[config.mk]
export PLATFORM = sky130hd
export DESIGN_NAME = mem_ctrl
export DESIGN_NICKNAME = d
export VERILOG_FILES = /design/src/rtl/mem_ctrl.sv
export SDC_FILE = /design/constraint.sdc
export NUM_CORES = 1
export LEC_CHECK = 0
export ABC_CLOCK_PERIOD_IN_PS = 4900
export CORE_MARGIN = 1.5
export CORE_UTILIZATION = 45
export DETAILED_ROUTE_END_ITERATION = 16
export PLACE_DENSITY = 0.73
export REMOVE_ABC_BUFFERS = 1
export SYNTH_ARGS = -nofsm -noshare
export SYNTH_HDL_FRONTEND = slang
export SYNTH_SLANG_ARGS = --single-unit
[constraint.sdc]
create_clock -name clk -period 4.9 [get_ports clk]
set_input_delay 0.98 -clock clk [delete_from_list [all_inputs] [get_ports clk]]
set_output_delay 0.98 -clock clk [all_outputs]
set_load 0.01 [all_outputs]
[src/rtl/mem_ctrl.sv]
// Memory controller: arbitrates fetch and data ports onto a byte-wide RAM/IO bus.
// Optional macro MEMCTRL_IO_STALL_EN stalls IO writes (ram_a[17:16]==2'b11) while io_buffer_full.
module mem_ctrl (
    input  logic        clk,
    input  logic        rst,
    input  logic        if_enable,
    input  logic [31:0] if_addr,
    output logic [1:0]  if_stat,
    output logic [31:0] if_dout,
    input  logic        mem_enable,
    input  logic        mem_sel,
    input  logic [1:0]  mem_type,
    input  logic [31:0] mem_addr,
    input  logic [31:0] mem_din,
    output logic [1:0]  mem_stat,
    output logic [31:0] mem_dout,
    input  logic [7:0]  ram_din,
    input  logic        io_buffer_full,
    output logic        ram_wr,
    output logic [31:0] ram_a,
    output logic [7:0]  ram_dout
);
    typedef enum logic [1:0] {IDLE, READ, WRITE, DONE} state_t;

    localparam logic [1:0] ST_NONE    = 2'b00;
    localparam logic [1:0] ST_BUSY    = 2'b01;
    localparam logic [1:0] ST_HANDLED = 2'b10;

    state_t      state, state_nxt;
    logic [2:0]  cnt, cnt_nxt;
    logic        port_mem, port_mem_nxt;
    logic [31:0] addr_q, addr_nxt;
    logic [1:0]  type_q, type_nxt;
    logic [31:0] din_q, din_nxt;
    logic [31:0] rbuf, rbuf_nxt;

    logic        ram_wr_nxt;
    logic [31:0] ram_a_nxt;
    logic [7:0]  ram_dout_nxt;
    logic [1:0]  if_stat_nxt, mem_stat_nxt;
    logic [31:0] if_dout_nxt, mem_dout_nxt;

    logic [2:0]  nbytes;
    logic [31:0] byte_a;
    logic [2:0]  cap_idx;
    logic        stall;

    function automatic logic [2:0] byte_count(input logic [1:0] t);
        case (t)
            2'b00:   return 3'd1;
            2'b01:   return 3'd2;
            default: return 3'd4;
        endcase
    endfunction

    function automatic logic [7:0] lane(input logic [31:0] w, input logic [1:0] i);
        return w[{i, 3'b000} +: 8];
    endfunction

`ifndef MEMCTRL_IO_STALL_EN
    logic unused_io_full;
    assign unused_io_full = io_buffer_full;
`endif

    always_comb begin
        state_nxt    = state;
        cnt_nxt      = cnt;
        port_mem_nxt = port_mem;
        addr_nxt     = addr_q;
        type_nxt     = type_q;
        din_nxt      = din_q;
        rbuf_nxt     = rbuf;
        ram_wr_nxt   = 1'b0;
        ram_a_nxt    = ram_a;
        ram_dout_nxt = ram_dout;
        if_stat_nxt  = if_stat;
        mem_stat_nxt = mem_stat;
        if_dout_nxt  = if_dout;
        mem_dout_nxt = mem_dout;
        nbytes       = byte_count(type_q);
        byte_a       = addr_q + {29'd0, cnt};
        cap_idx      = cnt - 3'd2;
        stall        = 1'b0;

        case (state)
            IDLE: begin
                cnt_nxt  = 3'd0;
                rbuf_nxt = 32'd0;
                if (mem_enable) begin
                    port_mem_nxt = 1'b1;
                    addr_nxt     = mem_addr;
                    type_nxt     = mem_type;
                    din_nxt      = mem_din;
                    mem_stat_nxt = ST_BUSY;
                    state_nxt    = mem_sel ? WRITE : READ;
                end else if (if_enable) begin
                    port_mem_nxt = 1'b0;
                    addr_nxt     = if_addr;
                    type_nxt     = 2'b10;
                    din_nxt      = 32'd0;
                    if_stat_nxt  = ST_BUSY;
                    state_nxt    = READ;
                end
            end

            // Byte cnt is addressed while cnt < N; its data is captured two edges later.
            READ: begin
                if (cnt < nbytes)
                    ram_a_nxt = byte_a;
                if (cnt >= 3'd2)
                    rbuf_nxt[{cap_idx[1:0], 3'b000} +: 8] = ram_din;
                if (cnt == nbytes + 3'd1) begin
                    state_nxt = DONE;
                    if (port_mem) begin
                        mem_stat_nxt = ST_HANDLED;
                        mem_dout_nxt = rbuf_nxt;
                    end else begin
                        if_stat_nxt = ST_HANDLED;
                        if_dout_nxt = rbuf_nxt;
                    end
                end else begin
                    cnt_nxt = cnt + 3'd1;
                end
            end

            WRITE: begin
                if (cnt < nbytes) begin
                    ram_a_nxt    = byte_a;
                    ram_dout_nxt = lane(din_q, cnt[1:0]);
`ifdef MEMCTRL_IO_STALL_EN
                    stall = (byte_a[17:16] == 2'b11) && io_buffer_full;
`endif
                    ram_wr_nxt = !stall;
                    if (!stall)
                        cnt_nxt = cnt + 3'd1;
                end else begin
                    state_nxt = DONE;
                    if (port_mem)
                        mem_stat_nxt = ST_HANDLED;
                    else
                        if_stat_nxt = ST_HANDLED;
                end
            end

            default: begin
                if_stat_nxt  = ST_NONE;
                mem_stat_nxt = ST_NONE;
                state_nxt    = IDLE;
            end
        endcase
    end

    always_ff @(posedge clk) begin
        if (rst) begin
            state    <= IDLE;
            cnt      <= 3'd0;
            ram_wr   <= 1'b0;
            ram_a    <= 32'd0;
            ram_dout <= 8'd0;
            if_stat  <= ST_NONE;
            mem_stat <= ST_NONE;
            if_dout  <= 32'd0;
            mem_dout <= 32'd0;
        end else begin
            state    <= state_nxt;
            cnt      <= cnt_nxt;
            ram_wr   <= ram_wr_nxt;
            ram_a    <= ram_a_nxt;
            ram_dout <= ram_dout_nxt;
            if_stat  <= if_stat_nxt;
            mem_stat <= mem_stat_nxt;
            if_dout  <= if_dout_nxt;
            mem_dout <= mem_dout_nxt;
        end
    end

    // Transaction data needs no reset: it is always loaded on accept before use.
    always_ff @(posedge clk) begin
        port_mem <= port_mem_nxt;
        addr_q   <= addr_nxt;
        type_q   <= type_nxt;
        din_q    <= din_nxt;
        rbuf     <= rbuf_nxt;
    end
endmodule
==> Yosys cells after proc, flatten, opt, wreduce, memory -nomap -nowiden <==
Cells that the tools add are included.
{ "totals": {"register_bits": 213, "latch_bits": 0, "mem_bits_rw": 0, "romBits": 0, "inputBits": 112, "out_inout_bits": 109, "elab_cells": 85, "mem_count": 0} }
{ "classes": {"add_sub_neg": 5, "n_mul": 0, "div": 0, "order_cmp": 2, "eq_ne": 12, "shift": 3, "n_mux": 31, "bitwise_logic": 2, "n_reduce_logical": 16} }
{ "op_table": {"columns": ["op", "n"], "rows": [
  ["$mux W32", 5],
  ["$pmux W32 S2", 1],
  ["$add A32 B3 Y32", 1],
  ["$bwmux W32", 1],
  ["$shift A8 B7 Y32 const A", 1],
  ["$shiftx A32 B6 Y8", 1],
  ["$shiftx A8 B7 Y32", 1],
  ["$mux W2", 15],
  ["$pmux W2 S3", 3],
  ["$reduce_and A3 Y1", 5],
  ["$ne A2 B2 Y1 const B", 7],
  ["$pmux W3 S3", 1],
  ["$neg A5 Y7", 1],
  ["$add A3 B1 Y3 const B", 2],
  ["$mux W3", 2],
  ["$pmux W3 S2", 1],
  ["$reduce_and A2 Y1", 3],
  ["$eq A2 B1 Y1 const B", 2],
  ["$logic_not A2 Y1", 2],
  ["$reduce_and A4 Y1", 1],
  ["$reduce_bool A2 Y1", 2],
  ["$reduce_or A2 Y1", 2],
  ["$eq A3 B3 Y1", 1],
  ["$ge A3 B2 Y1 const B", 1],
  ["7 further kinds", 9]
]} }

==> Logic depth before layout (Yosys ltp) <==
Gate-level depths: netlist of run 1.
{ "depth": {"word_depth": 6, "mapped_depth": 10, "depth_no_buf": 9} }

==> Least setup slack after synthesis of run 1 <==
No wires, ideal clock.
{ "synth_timing": {"path_type": "input -> register", "startpoint": "input port mem_enable", "endpoint": "register addr_q[0] (enable)", "setup_time_ns": 0.500, "t_arrival_ns": 4.280, "required_time_ns": 4.400, "path_slack_ns": 0.119, "path_stages": 3, "n_path_buf": 1, "path_cell_list": "clkbuf_1 -> nor2_1 -> nor2b_1"} }
{ "synth_between": {"elab_chain_len": 2} }
{ "synth_rtl": {"columns": ["item", "line_no", "source"], "rows": [
  ["from (decl)", "10", "input logic mem_enable,"],
  ["$reduce_bool A2 Y1 (no line)", null, null],
  ["$reduce_and A2 Y1 (no line)", null, null],
  ["to (signal assigned)", "180", "addr_q <= addr_nxt;"],
  ["to (decl)", "32", "logic [31:0] addr_q, addr_nxt;"]
]} }
Every way passes these cells.
A chain may end at the register's enable or synchronous reset.

==> Final worst setup path of run 1 <==
{ "layout_timing": {"startpoint": "register cnt[1]", "endpoint": "register cnt[2]"} }
{ "layout_between": {"elab_chain_len": 3, "elab_cells_between_ends": 9, "cone_classes": "add/sub: 1; order compare: 1; eq/ne: 3; mux: 3; reduce/logical: 1"} }
{ "layout_rtl": {"columns": ["item", "line_no", "source"], "rows": [
  ["from (decl)", "30", "logic [2:0] cnt, cnt_nxt;"],
  ["from (signal assigned)", "166", "cnt <= cnt_nxt;"],
  ["$add A3 B1 Y3, or another cell as far along", "122, 135", null],
  ["$mux W3, or another cell as far along", "127", "if (cnt < nbytes) begin"],
  ["$pmux W3 S3 / $reduce_and A3 Y1 (equally long branches)", null, null]
]} }
Several ways; a longest one is shown, not always the timed one. The select of a mux whose other input is x is not followed.

==> impl_metrics.py, run 1 <==
metrics = {
    "run": {
        "maxCapViolCount": 0,
    },
    "cells_and_area": {
        "fin_area_mm2": 0.01252,
        "seqCellArea_mm2": 0.005255,
        "final_common_cell": "clkdlybuf4s50_1",
        "fillers": 1687,
        "antenna_cells": 0,
        "mostFrequentLayoutCells": "clkdlybuf4s50_1 (217), dfxtp_1 (114), nor2_1 (109)",
        "syn_to_final_growth_pct": 32.74,
        "multiInputGateArea_mm2": 0.003872,
        "drive_gt1_share_pct": 10.26,
        "fin_nets": 1167,
    },
    "timing": {
        "worstMarginPinSlew_ns": 0.9938,
        "finalSetupViolations": 0,
        "relSlewSlack_pct": 33.75,
        "skew_ns": 0.01402,
        "whs_ns": 0.4559,
        "period_share_pct": 63.94,
        "rsz0062_at_grt": "no",
        "fin_setup_tns_ns": 0,
        "fin_crit_ns": 3.133,
        "finalWorstSetupSlack_ns": 1.767,
        "timing.fmax_ghz": 0.3192,
        "final_hold_viol_count": 0,
        "drv_slew": 0,
    },
    "clocking": {
        "clock-root-buffer": "clkbuf_16",
        "post_cts_buffers": 0,
        "numCtsBuffers": 23,
        "cts_tree": "done",
        "cts.repair.resized": 0,
        "clockBufferDepth": 3,
        "h-tree-depth": 1,
        "path_clk_slew_ns": 0.06,
        "cts_sinks": 213,
        "clk_latency_ns": 0.50,
        "cts_hold_buf": 0,
    },
    "power": {
        "p_per_area_mw_per_mm2": 501.3,
        "ir_worst_vdd_v": 0.0004338,
        "power.leakage_nw": 4.473,
        "total_power_w": 0.006274,
    },
    "logic_synthesis": {
        "ys.warnings.count": 0,
        "synth_top_area_cell": "edfxtp_1",
        "syn_area_mm2": 0.009429,
        "syn_avg_cell_area_um2": 11.25,
        "ys.flop_type": "dfxtp_1",
        "async_reset_ff_share_pct": 0,
        "synthDistinctLibCells": 57,
        "syn_inst": 838,
        "synth_edf_count": 99,
        "yosys.area.top_type_share_pct": 31.53,
        "ys_top_cells_by_area": "edfxtp_1 (32%), dfxtp_1 (24%), a211oi_1 (7.0%)",
        "synth_seq_cells": 213,
        "seq_area_frac_synth_pct": 55.73,
    },
    "global_route": {
        "antenna_found_initial": 0,
        "grtUsageTotal_pct": 19.46,
        "grt-ovfl-total": 0,
        "grt_max_degree": 86,
        "grt_pass1_vias": 6736,
        "grt_pass1_wl_um": 34330,
    },
    "placed_design": {
        "hpwl_um": 14620,
        "place.gp.congestion": 0.8322,
        "portBuffers": 219,
        "placed_cell_area_mm2": 0.01175,
        "pre_cts_slack_ns": 1.727,
    },
    "route": {
        "num_vias": 6891,
        "drt_wl_total_um": 21310,
        "dr.pass1.iters": 5,
        "drc": 0,
        "drt_iter0_markers": 372,
        "avgViaCountPerCell": 5.209,
        "wl_per_cell_um": 16.10,
        "ant_nets": 0,
    },
    "worst_setup_path": {
        "worstSetupStartpointType": "register",
        "crit_required_ns": 5.29,
        "cp-end-kind": "register",
        "critPathArrivalTime_ns": 3.52,
        "rr_worst_depth": 6,
        "crit_type": "reg -> reg",
        "cp_max_fo": 20,
    },
    "floorplan": {
        "fp.dieH_um": 147.8,
        "fp.coreArea_mm2": 0.02036,
        "rows": 52,
        "ios": 221,
        "dieArea_mm2": 0.02183,
        "start_util_pct": 46.30,
        "die_w_um": 147.8,
    },
    "hold_path": {
        "hp-class": "reg -> reg",
        "whs_path_depth": 2,
    },
    "status": {
        "outcome": "finished clean",
    },
}
## worst max-delay path, stage by stage (launching register included)
cell and delay, ns:
dfxtp_1 0.93, ha_1 0.37, nand3b_1 0.12, nand3_1 0.58
a21oi_1 0.60, o21ai_0 0.17, a32o_1 0.24
## cell usage after synthesis (9+ instances only)
| library cell | count |
|---|---|
| dfxtp_1 | 114 |
| nor2_1 | 109 |
| edfxtp_1 | 99 |
| a211oi_1 | 88 |
| and2_1 | 41 |
| a21oi_1 | 38 |
| and3_1 | 38 |
| mux2_2 | 34 |
| nor2b_1 | 34 |
| clkbuf_1 | 32 |
| nand2_1 | 22 |
| xor2_1 | 19 |
| ha_1 | 17 |
| nand3_1 | 17 |
| nand4_1 | 15 |
| inv_1 | 12 |
| mux2i_1 | 10 |
| a21oi_2 | 9 |
| buf_4 | 9 |
## sequential cells by signal, indices dropped and copies added, names as in the netlist
signal / count
if_stat: 2
rbuf: 32
ram_dout: 8
type_q: 2
addr_q: 32
mem_dout: 32
ram_a: 32
cnt: 3
mem_stat: 2
port_mem: 1
state: 2
ram_wr: 1
din_q: 32
if_dout: 32
## where the power goes
group	total (W)	internal (W)	leakage (nW)	switching, W
clock	0.00173	0.00105	0.366	0.000679
combinational	0.00190	0.000816	2.16	0.00108
sequential	0.00265	0.00244	1.94	0.000208
total	0.00627	0.00431	4.47	0.00197
## worst paths after layout
check                               end             startpoint  slack [ns]
setup / recovery    cnt[2]$_SDFFE_PP0P_    cnt[1]$_SDFFE_PP0P_        1.77
setup reg to reg    cnt[2]$_SDFFE_PP0P_    cnt[1]$_SDFFE_PP0P_        1.77
hold reg to reg   ram_a[3]$_SDFFE_PP0P_  ram_a[3]$_SDFFE_PP0P_        0.46
hold / removal    ram_a[3]$_SDFFE_PP0P_  ram_a[3]$_SDFFE_PP0P_        0.46
## metal layers
layer  GRT usage, %  up-vias  share of wire [%]
met5              0        -                  0
met4          4.900        0                1.8
met3          5.401       26                8.7
met2          32.27      220                 48
met1          25.17     3189                 42
li1               -     3456                  -
## cell type report
type                    instances  area share (%)
flip-flops and latches        213           41.99
inverters                      12          0.3599
clock buffers                  35           5.638
multi-input cells             561           30.94
well taps                     270           2.699
clock inverters                 6          0.4998
repair buffers                226           17.87
## per-stage QoR
stage / util, % / instances
2_1_floorplan: - / 786
3_3_place_gp: 57.69 / 1282
3_5_place_dp: 57.69 / 1282
4_1_cts: 61.46 / 1323
5_1_grt: 61.46 / 1323
6_report: 61.46 / 1323
## cell families (layout without fill, tap and decap cells)
kind of cell               Yosys count  after routing  share of synthesized area (%)
adders and majority gates           18             18                          2.468
AOI/OAI and AO/OA                  152            152                          11.21
xor gates and xnor gates            27             27                          2.508
buffers and inverters               64            279                          3.317
DFF                                213            213                          55.73
and+or+nand+nor                    312            312                          17.73
muxes                               52             52                          7.033
(Power assumes the default switching activity.)
==> inputs of run 2 (changes only) <==
--- a/config.mk
+++ b/config.mk
@@ -5,7 +5,7 @@
 export SDC_FILE = /design/constraint.sdc
 export NUM_CORES = 1
 export LEC_CHECK = 0
-export ABC_CLOCK_PERIOD_IN_PS = 4900
+export ABC_CLOCK_PERIOD_IN_PS = 2850
 export CORE_MARGIN = 1.5
 export CORE_UTILIZATION = 45
 export DETAILED_ROUTE_END_ITERATION = 16
==> constraint.sdc (replaced) <==
create_clock -name clk -period 2.85 [get_ports clk]
set_input_delay 0.57 -clock clk [delete_from_list [all_inputs] [get_ports clk]]
set_output_delay 0.57 -clock clk [all_outputs]
set_load 0.01 [all_outputs]
==> impl_metrics.py, run 2 (synthesis results as in run 1) <==
metrics = {
    "status": {
        "outcome": "finished clean",
    },
    "clocking": {
        "cts_hold_buf": 0,
        "clock-root-buffer": "clkbuf_16",
        "clockBufferDepth": 3,
        "post_cts_buffers": 0,
        "h-tree-depth": 1,
        "cts_sinks": 213,
        "cts.repair.resized": 0,
        "clk_latency_ns": 0.50,
        "path_clk_slew_ns": 0.06,
        "numCtsBuffers": 22,
        "cts_tree": "done",
    },
    "power": {
        "power.leakage_nw": 4.497,
        "seq_power_share_pct": 42.8,
        "clkPwrFrac_pct": 25.7,
        "p_int_w": 0.007273,
        "power_frac_comb_pct": 31.5,
        "ir_worst_vdd_v": 0.0004874,
        "netSwitchingFraction_pct": 31.70,
        "switchingPower_w": 0.003375,
        "total_power_w": 0.01065,
        "p_per_area_mw_per_mm2": 848.4,
    },
    "floorplan": {
        "rows": 52,
        "start_util_pct": 46.30,
        "ios": 221,
        "fp.coreArea_mm2": 0.02036,
        "die_w_um": 147.8,
        "dieArea_mm2": 0.02183,
        "fp.dieH_um": 147.8,
    },
    "worst_setup_path": {
        "critPathArrivalTime_ns": 2.92,
        "crit_type": "reg -> reg",
        "worstSetupStartpointType": "register",
        "reg2reg_from": "type_q[0]$_SDFFCE_PN0P_",
        "cp-end-kind": "register",
        "cp_max_fo": 6,
        "cp-endpoint": "state[1]$_SDFFE_PP0P_",
        "r2r_end": "state[1]$_SDFFE_PP0P_",
        "r2r_setup_slack_ns": 0.32,
        "rr_worst_depth": 9,
        "crit_required_ns": 3.24,
        "worstSetupStartpoint": "type_q[0]$_SDFFCE_PN0P_",
    },
    "global_route": {
        "grt_pass1_wl_um": 34530,
        "antenna_found_initial": 0,
        "grt_max_degree": 65,
        "grt-ovfl-total": 0,
        "grtUsageTotal_pct": 19.57,
        "grt_pass1_vias": 6882,
    },
    "timing": {
        "relSlewSlack_pct": 45.70,
        "skew_ns": 0.01719,
        "drv_slew": 0,
        "timing.fmax_ghz": 0.3947,
        "finalWorstSetupSlack_ns": 0.3163,
        "fin_crit_ns": 2.534,
        "finalSetupViolations": 0,
        "final_hold_viol_count": 0,
        "rsz0062_at_grt": "no",
        "worstMarginPinSlew_ns": 0.8127,
        "period_share_pct": 88.90,
    },
    "cells_and_area": {
        "fin_cells": 1331,
        "multiInputGateArea_mm2": 0.003872,
        "fillers": 1671,
        "syn_to_final_growth_pct": 33.11,
        "drive_gt1_share_pct": 10.46,
        "seqCellArea_mm2": 0.005255,
        "final_common_cell": "clkdlybuf4s50_1",
        "antenna_cells": 0,
        "mostFrequentLayoutCells": "clkdlybuf4s50_1 (217), dfxtp_1 (114), nor2_1 (109)",
        "fin_nets": 1175,
    },
    "route": {
        "avgViaCountPerCell": 5.220,
        "num_vias": 6948,
        "drt_wl_total_um": 21290,
        "dr.pass1.iters": 5,
        "ant_nets": 0,
        "wl_per_cell_um": 15.99,
        "drt_iter0_markers": 322,
        "drc": 0,
    },
    "placed_design": {
        "dp_cells": 1291,
        "place.gp.congestion": 0.7972,
        "pre_cts_slack_ns": 0.3324,
        "hpwl_um": 15100,
        "portBuffers": 219,
    },
    "hold_path": {
        "hp-class": "in -> reg",
    },
    "run": {
        "maxCapViolCount": 0,
    },
}
## run 2: layout make-up
class | instances | share of cell area [%]
sequential | 213 | 41.87
multi-input combinational | 561 | 30.85
timing repair buffer | 235 | 18.76
clock buffer | 32 | 5.014
tap | 270 | 2.692
clock inverter | 8 | 0.4486
inverter | 12 | 0.3589
## run 2: worst max-delay path, cell delays in order, from the launching register on
cell and delay (ns):
edfxtp_1 0.38, or2_2 0.31, ha_1 0.18, inv_1 0.05
ha_1 0.23, a21oi_1 0.22, nand3_1 0.26, and2_0 0.31
nand2_1 0.14, mux2_2 0.33
## run 2: per-stage QoR
step           hold slack [ns]  util [%]  cell area, um2  TNS, ns
2_1_floorplan           0.4700         -            9161  -117.11
3_3_place_gp            0.4430     58.26           11870        0
3_5_place_dp            0.4471     58.26           11870        0
4_1_cts                 0.4199     61.63           12550        0
5_1_grt                 0.4492     61.63           12550        0
6_report                0.4540     61.63           12550        0
## run 2: worst min-delay path by stage
| stage | from | depth (start not counted) | slack (ns) | to |
|---|---|---|---|---|
| after floorplan | ram_a[3]$_SDFFE_PP0P_ | 2 | 0.47 | ram_a[3]$_SDFFE_PP0P_ |
| after global placement | ram_a[1]$_SDFFE_PP0P_ | 2 | 0.44 | ram_a[1]$_SDFFE_PP0P_ |
| after CTS | mem_enable | 1 | 0.42 | port_mem$_SDFFCE_PP1P_ |
| final | mem_enable | 1 | 0.45 | port_mem$_SDFFCE_PP1P_ |
| after global routing | mem_enable | 1 | 0.45 | port_mem$_SDFFCE_PP1P_ |
| after detailed placement | ram_a[29]$_SDFFE_PP0P_ | 2 | 0.45 | ram_a[29]$_SDFFE_PP0P_ |
## run 2: layer usage
layer	up-vias	share of wire, %	track usage (%)
li1	3467	-	-
met1	3231	44	25.59
met2	224	47	32.31
met3	26	7.9	5.093
met4	0	1.7	5.050
met5	-	0	0
## run 2: power by group through the flow
| stage | clock, W | sequential [W] | combinational, W |
|---|---|---|---|
| final | 0.00274 | 0.00456 | 0.00335 |
| after global routing | 0.00291 | 0.00464 | 0.00371 |
| after CTS | 0.00280 | 0.00456 | 0.00339 |
| after detailed placement | 0 | 0.00461 | 0.00338 |
| after global placement | 0 | 0.00457 | 0.00334 |
| after floorplan | 0 | 0.00473 | 0.00185 |
